[config.mk]
export PLATFORM = sky130hd
export DESIGN_NAME = esfa_rank_sequencer
export DESIGN_NICKNAME = d
export VERILOG_FILES = /design/src/rtl/esfa_pkg.sv /design/src/rtl/esfa_rank_sequencer.sv
export SDC_FILE = /design/constraint.sdc
export NUM_CORES = 1
export LEC_CHECK = 0
export ABC_AREA = 1
export ABC_CLOCK_PERIOD_IN_PS = 1700
export BUFFER_PORTS_ARGS = -buffer_cell sky130_fd_sc_hd__clkbuf_2
export CAP_MARGIN = 20
export CORE_ASPECT_RATIO = 1.1
export CORE_MARGIN = 5
export CORE_UTILIZATION = 45
export DETAILED_ROUTE_END_ITERATION = 8
export PLACE_DENSITY_LB_ADDON = 0.25
export SYNTH_ARGS = -nofsm -noshare
export SYNTH_HDL_FRONTEND = slang
export SYNTH_SLANG_ARGS = --single-unit
[constraint.sdc]
create_clock -name clk -period 1.7 [get_ports clk]
set_input_delay 0.51 -clock clk [delete_from_list [all_inputs] [get_ports clk]]
set_output_delay 0.51 -clock clk [all_outputs]
set_load 0.005 [all_outputs]
[src/rtl/esfa_pkg.sv]
// Shared ESFA constants: field widths, metadata scope, evaluator opcodes
// and the sequencer state encoding.
package esfa_pkg;

  localparam int DATA_W   = 8;
  localparam int MAX_META = 7;

  localparam logic [2:0] OP_ENRANK = 3'd0;
  localparam logic [2:0] OP_DERANK = 3'd1;
  localparam logic [2:0] OP_MATCH  = 3'd2;
  localparam logic [2:0] OP_HANDLE = 3'd3;

  typedef logic [1:0] state_t;

  localparam state_t ST_IDLE = 2'd0;
  localparam state_t ST_SCAN = 2'd1;
  localparam state_t ST_DONE = 2'd2;

endpackage

[src/rtl/esfa_rank_sequencer.sv]
// Steps one shared ESFA evaluator across N_CELLS slots, one query at a
// time; returns the first matching cell over a valid/ready response port.
// Ports: req_* query in, eval_*/cell_* to evaluator, rsp_* result out.
module esfa_rank_sequencer #(
  parameter int N_CELLS  = 8,
  parameter int DATA_W   = esfa_pkg::DATA_W,
  parameter int MAX_META = esfa_pkg::MAX_META,
  parameter int IDX_W    = $clog2(N_CELLS)
) (
  input  logic              clk,
  input  logic              rst,
  input  logic              req_valid,
  output logic              req_ready,
  input  logic [2:0]        req_op,
  input  logic [DATA_W-1:0] req_metadata,
  input  logic              req_is_metadata,
  output logic [2:0]        eval_op,
  output logic [DATA_W-1:0] eval_metadata,
  output logic              eval_is_metadata,
  output logic [IDX_W-1:0]  cell_idx,
  output logic              cell_en,
  input  logic              eval_bool,
  input  logic [DATA_W-1:0] eval_value,
  input  logic [DATA_W-1:0] eval_context,
  output logic              rsp_valid,
  input  logic              rsp_ready,
  output logic              rsp_found,
  output logic [DATA_W-1:0] rsp_value,
  output logic [DATA_W-1:0] rsp_context,
  output logic [IDX_W-1:0]  rsp_idx
);

  import esfa_pkg::*;

  localparam logic [DATA_W-1:0] META_LIM =
    DATA_W'(MAX_META);
  localparam logic [IDX_W-1:0] LAST_IDX =
    IDX_W'(N_CELLS - 1);

  state_t state;
  logic   in_scope;
  logic   last_cell;

  assign in_scope  = req_is_metadata &&
                     (req_metadata <= META_LIM);
  assign last_cell = (cell_idx == LAST_IDX);

  assign req_ready = (state == ST_IDLE);
  assign cell_en   = (state == ST_SCAN);
  assign rsp_valid = (state == ST_DONE);

  always_ff @(posedge clk) begin
    if (rst) begin
      state            <= ST_IDLE;
      cell_idx         <= '0;
      eval_op          <= '0;
      eval_metadata    <= '0;
      eval_is_metadata <= 1'b0;
      rsp_found        <= 1'b0;
      rsp_value        <= '0;
      rsp_context      <= '0;
      rsp_idx          <= '0;
    end else begin
      unique case (state)
        ST_IDLE: begin
          if (req_valid) begin
            eval_op          <= req_op;
            eval_metadata    <= req_metadata;
            eval_is_metadata <= req_is_metadata;
            cell_idx         <= '0;
            if (in_scope) begin
              state <= ST_SCAN;
            end else begin
              // Out-of-scope query: answer "not found" without scanning.
              rsp_found   <= 1'b0;
              rsp_value   <= '0;
              rsp_context <= '0;
              rsp_idx     <= '0;
              state       <= ST_DONE;
            end
          end
        end
        ST_SCAN: begin
          if (eval_bool) begin
            rsp_found   <= 1'b1;
            rsp_value   <= eval_value;
            rsp_context <= eval_context;
            rsp_idx     <= cell_idx;
            state       <= ST_DONE;
          end else if (last_cell) begin
            // Index stays at the last slot: no wrap.
            rsp_found   <= 1'b0;
            rsp_value   <= '0;
            rsp_context <= '0;
            rsp_idx     <= '0;
            state       <= ST_DONE;
          end else begin
            cell_idx <= cell_idx + 1'b1;
          end
        end
        ST_DONE: begin
          if (rsp_ready) state <= ST_IDLE;
        end
        default: state <= ST_IDLE;
      endcase
    end
  end

endmodule

* Yosys cells after proc, flatten, opt, wreduce, memory -nomap -nowiden
Index checks and enable logic that the tools add are counted.
Storage, ports and cells: register bits after elaboration 37, latch bits 0, RAM bits 0, ROM bits 0, input bits 33, output and inout port bits 38, memories 0
Cells by class: add/subtract/negate cells 1, $mul 0, divide/modulo/power cells 0, order comparisons 1, eq/ne operators 9, shift operators 0, muxes and demuxes 27, bitwise logic cells 0, reduce and logical (&&, ||, !) cells 7
Operators with widths (number):
- 2-to-1 mux 8 bit | 5
- case mux 8 bit (2 select lines) | 2
- 2-to-1 mux 3 bit | 7
- case mux 3 bit (2 select lines) | 2
- 2-to-1 mux 2 bit | 5
- less-or-equal comparator 8 x 3 -> 1 bit (second input constant) | 1
- inequality test 2 bit (second input constant) | 4
- AND reduction 4 bit | 2
- case mux 2 bit (3 select lines) | 1
- 2-to-1 mux 1 bit | 4
- adder 3 x 1 -> 3 bit (second input constant) | 1
- equality test 3 bit (second input constant) | 1
- inequality test 3 x 1 -> 1 bit (second input constant) | 1
- AND reduction 3 bit | 1
- equality test 2 x 1 -> 1 bit (second input constant) | 1
- equality test 2 bit (second input constant) | 1
- zero test 2 bit | 1
- inequality test 2 x 1 -> 1 bit (second input constant) | 1
- case mux 1 bit (2 select lines) | 1
- AND reduction 2 bit | 1
- nonzero test 2 bit | 1
- logical AND 1 bit | 1

* Logic depth before layout (Yosys ltp)
depth in word-level cells 5, gate-level depth with buffers 8, depth with buffers taken out 7

* Least setup slack after synthesis
Ideal clock, no wire load.
path kind reg2reg, from register cell_idx[0], to register rsp_context[3], data arrival time 1300 ps, path slack 329 ps, cell stages (with the launch flop) 9, buffers on the path 1, clock period less this slack 1371 ps, path through dfxtp_1 > ha_1 > ha_1 > nor2_2 > nand2_4 > nand3_4 > buf_8 > nand2_2 > a21oi_2
Between the ends: cells in the longest elaborated chain, start to end 3
RTL lines:
- start: declaration | line esfa_rank_sequencer.sv:20 | output logic [IDX_W-1:0] cell_idx,
- start signal: assignment | line esfa_rank_sequencer.sv:98 | cell_idx <= cell_idx + 1'b1;
- equality test 3 bit | line esfa_rank_sequencer.sv:46 | assign last_cell = (cell_idx == LAST_IDX);
- inequality test 3 x 1 -> 1 bit (no source line)
- AND reduction 4 bit (no source line)
- end signal: assignment | line esfa_rank_sequencer.sv:87 | rsp_context <= eval_context;
- end: declaration | line esfa_rank_sequencer.sv:29 | output logic [DATA_W-1:0] rsp_context,
Every way passes these cells. A chain may end at the register's enable or synchronous reset.

* Final worst setup path
from register state[1], to output port cell_en
Between the ends: cells in the longest elaborated chain, start to end 1
RTL lines:
- start: declaration | line esfa_rank_sequencer.sv:40 | state_t state;
- start signal: assignment | line esfa_rank_sequencer.sv:54 | state <= ST_IDLE;
- start signal: assignment | line esfa_rank_sequencer.sv:72 | state <= ST_SCAN;
- start signal: assignment | line esfa_rank_sequencer.sv:79 | state <= ST_DONE;
- equality test 2 x 1 -> 1 bit | line esfa_rank_sequencer.sv:49 | assign cell_en = (state == ST_SCAN);
- end: declaration | line esfa_rank_sequencer.sv:21 | output logic cell_en,
Every way passes these cells.

==> results.md <==
* Status: complete, no violations
* Layout cells sized above 1 at 0.459
* Aggregate global-route resource usage at 0.158
* Longest Clk Path Bufs at 2
* PD cells at 1000 nW/um^2
* # diodes at 0
* Core ar. at 3300 um^2
* Unique masters post-synth at 22
* Fin Setup TNS at 0 ns
* Initial core utilization at 0.464
* GR peak layer: met2
* Cell row count at 22
* Routed WL per cell at 11.9 um
* Placer congestion estimate at 0.786
* DIE HEIGHT at 71.2 um
* Clock latency at the later pin of the worst-skew pair at 0.35 ns
* Leakage at 0.942 nW
* Cell-internal power at 1.43 mW
* Initial antenna violation count at 0
* Worst-path clk slew at 0.12 ns
* DRT Pass-1 Iters at 4
* GR Util met2 at 0.253
* Syn avg cell area at 8.46 um^2
* Detailed Place HPWL at 2520 um
* Switching Fraction at 0.281
* Cell count after synthesis at 181
* Max incr delay on CP at 0.37 ns
* Port bufs at 70
* Wirelength, routed at 3460 um
* Largest net degree at the start of global routing at 23
* Yosys reg bits at 37
* Synth Cell Area at 1530 um^2
* Critical Path AT at 1.06 ns
* Sequential area share after synthesis at 0.484
* Logic gate share of total power at 0.186
* Die area at 4670 um^2
* Peak supply drop at 0.000626 V
* Hold WC Path Type: in2reg
* Setup violations, final at 0
* CP endpoint kind: primary output
* Worst path cell trace: inv_2 -> nand2_2 -> clkinv_4 -> clkbuf_2
* GR Util met3 at 0.0492
* CTS resizes at 0
* Period utilisation layout at 0.923
* Slowest CP cell: dfxtp_1
* Largest delay share family, worst path: flip-flops
* Vias at 1,381
* Pre-CTS WS at 0.173 ns
* GRT Residual Overflow at 0
* Die Width at 65.6 um
* CP required at 1.19 ns
* Slew Limit Fails at 0
* Relative slew slack at 0.744
* Num CTS Buffers at 5
* Synthesized Nets at 216
* Clock tree root buffer cell: clkbuf_4
* Post-synth ARST share at 0
* Min cycle time layout at 1.57 ns
* Yosys warns at 0
* NumNets Final at 289
* CTS hold repair buffers at 0
* Final WS setup at 0.130 ns
* Top cells by area, synth: dfxtp_1 (48%), nand2_1 (9.6%), a21oi_2 (8.0%)
* NetSw at 556 uW
* Unrepaired setup endpoints after global routing: no
* 1st-iter DRT viols at 78
* Vias per Instance at 4.75
* Register share of total power at 0.487
* Number of global-route vias before repair at 1,391
* Critical path startpoint category: flip-flop
* DRC at 0
* Post-synth top area share at 0.484
* H-tree Lvls at 2
* Post-synth top area cell: dfxtp_1
* EDFF count, synth at 0
* CTS tree: built
* Synthesis-to-layout area growth at 29.1%
* Global-route wire length before repair at 5870 um
* Clock Skews at 0.0109 ns
* I/O pins at 71
* Final Hold Vio Count at 0
* CTS Sinks at 37
* CP bufs+invs at 3
* Final ANT Viol Nets at 0
* Slew at the pin closest to its max-slew limit at 0.384 ns
* Max-cap violation count at 0
* Worst Setup Path Type: reg2out
* Postcts setup bufs at 0
* Clock share of power at 0.328
* Crit-path max FO at 5
* F_max at 637 MHz
* Synth Flop Type: dfxtp_1
* Routing usage on met1 at 0.195
-- placed cells by master (no fill, tap or decap), types with 3 or more instances in the layout --
master    count
nand3_1       3
inv_1        10
dfxtp_1      37
nand2_2      12
nand2_1      39
o21ai_0      14
clkbuf_4      5
clkbuf_2     70
a21oi_1      15
a21oi_2      14
buf_4         3
nor2_1       17
-- synth_stat cells, types with 2 or more instances --
| master | number |
|---|---|
| nor2_2 | 2 |
| o21ai_0 | 14 |
| buf_6 | 4 |
| a21oi_1 | 15 |
| nand2_4 | 2 |
| nand2_1 | 39 |
| nand3_1 | 3 |
| nor2_1 | 17 |
| a21oi_2 | 14 |
| nand2_2 | 12 |
| clkbuf_1 | 2 |
| inv_1 | 10 |
| ha_1 | 2 |
| dfxtp_1 | 37 |
-- power by group through the flow --
stage	Clock, mW	Combinational [mW]	Sequential (mW)
after global placement	0	0.360	0.984
after detailed placement	0	0.364	0.985
after floorplan	0	0.253	0.987
after global routing	0.704	0.421	0.976
after CTS	0.664	0.365	0.965
final	0.649	0.368	0.965
-- worst paths after layout --
path	startpoint	end	slack [ns]	cells after the start
hold reg to reg	rsp_context[1]$_SDFFE_PP0P_	rsp_context[1]$_SDFFE_PP0P_	0.47	2
hold / removal	eval_value[5]	rsp_value[5]$_SDFFE_PP0P_	0.38	3
setup / recovery	state[1]$_SDFFE_PP0P_	cell_en	0.13	4
setup reg to reg	cell_idx[0]$_SDFFE_PP0P_	rsp_idx[0]$_SDFFE_PP0P_	0.15	7
-- state kept, by name, summed over array words and instances (netlist names) --
signal            cells
rsp_found             1
rsp_context           8
eval_metadata         8
rsp_idx               3
cell_idx              3
eval_op               3
state                 2
rsp_value             8
eval_is_metadata      1
-- tightest hold or removal path, stage by stage --
cell and delay (ns):
clkbuf_2 0.08, nand2_1 0.05, a21oi_1 0.05
-- kinds of logic after synthesis --
kind of cell | count (synthesis) | synth area share
flops | 37 | 0.484
simple gates | 76 | 0.230
compound gates | 44 | 0.181
fa+ha+maj | 2 | 0.0163
buf+inv | 22 | 0.0891
-- metal layers --
metal | wire [um] | up-vias
met5 | 0 | -
met4 | 58 | 0
met3 | 292 | 8
met2 | 1590 | 54
met1 | 1520 | 588
li1 | - | 731
-- per-stage QoR --
| stage | hold WS, ns | util | power [mW] | cell area [um^2] | instances |
|---|---|---|---|---|---|
| floorplan | 0.451 | - | 1.24 | 1530 | 181 |
| global placement | 0.450 | 0.569 | 1.34 | 1880 | 282 |
| detailed placement | 0.458 | 0.569 | 1.35 | 1880 | 282 |
| CTS | 0.375 | 0.595 | 1.99 | 1970 | 290 |
| global route | 0.376 | 0.598 | 2.10 | 1980 | 291 |
| finish | 0.383 | 0.598 | 1.98 | 1980 | 291 |
-- cell type report --
class	instances	area, um^2
sequential	37	741
fill	332	1330
multi-input combinational	123	664
clock inverter	2	37.5
tap	36	45.0
timing repair buffer	73	373
clock buffer	6	51.3
inverter	14	65.1
No activity file was read; power rests on OpenSTA's default activity.
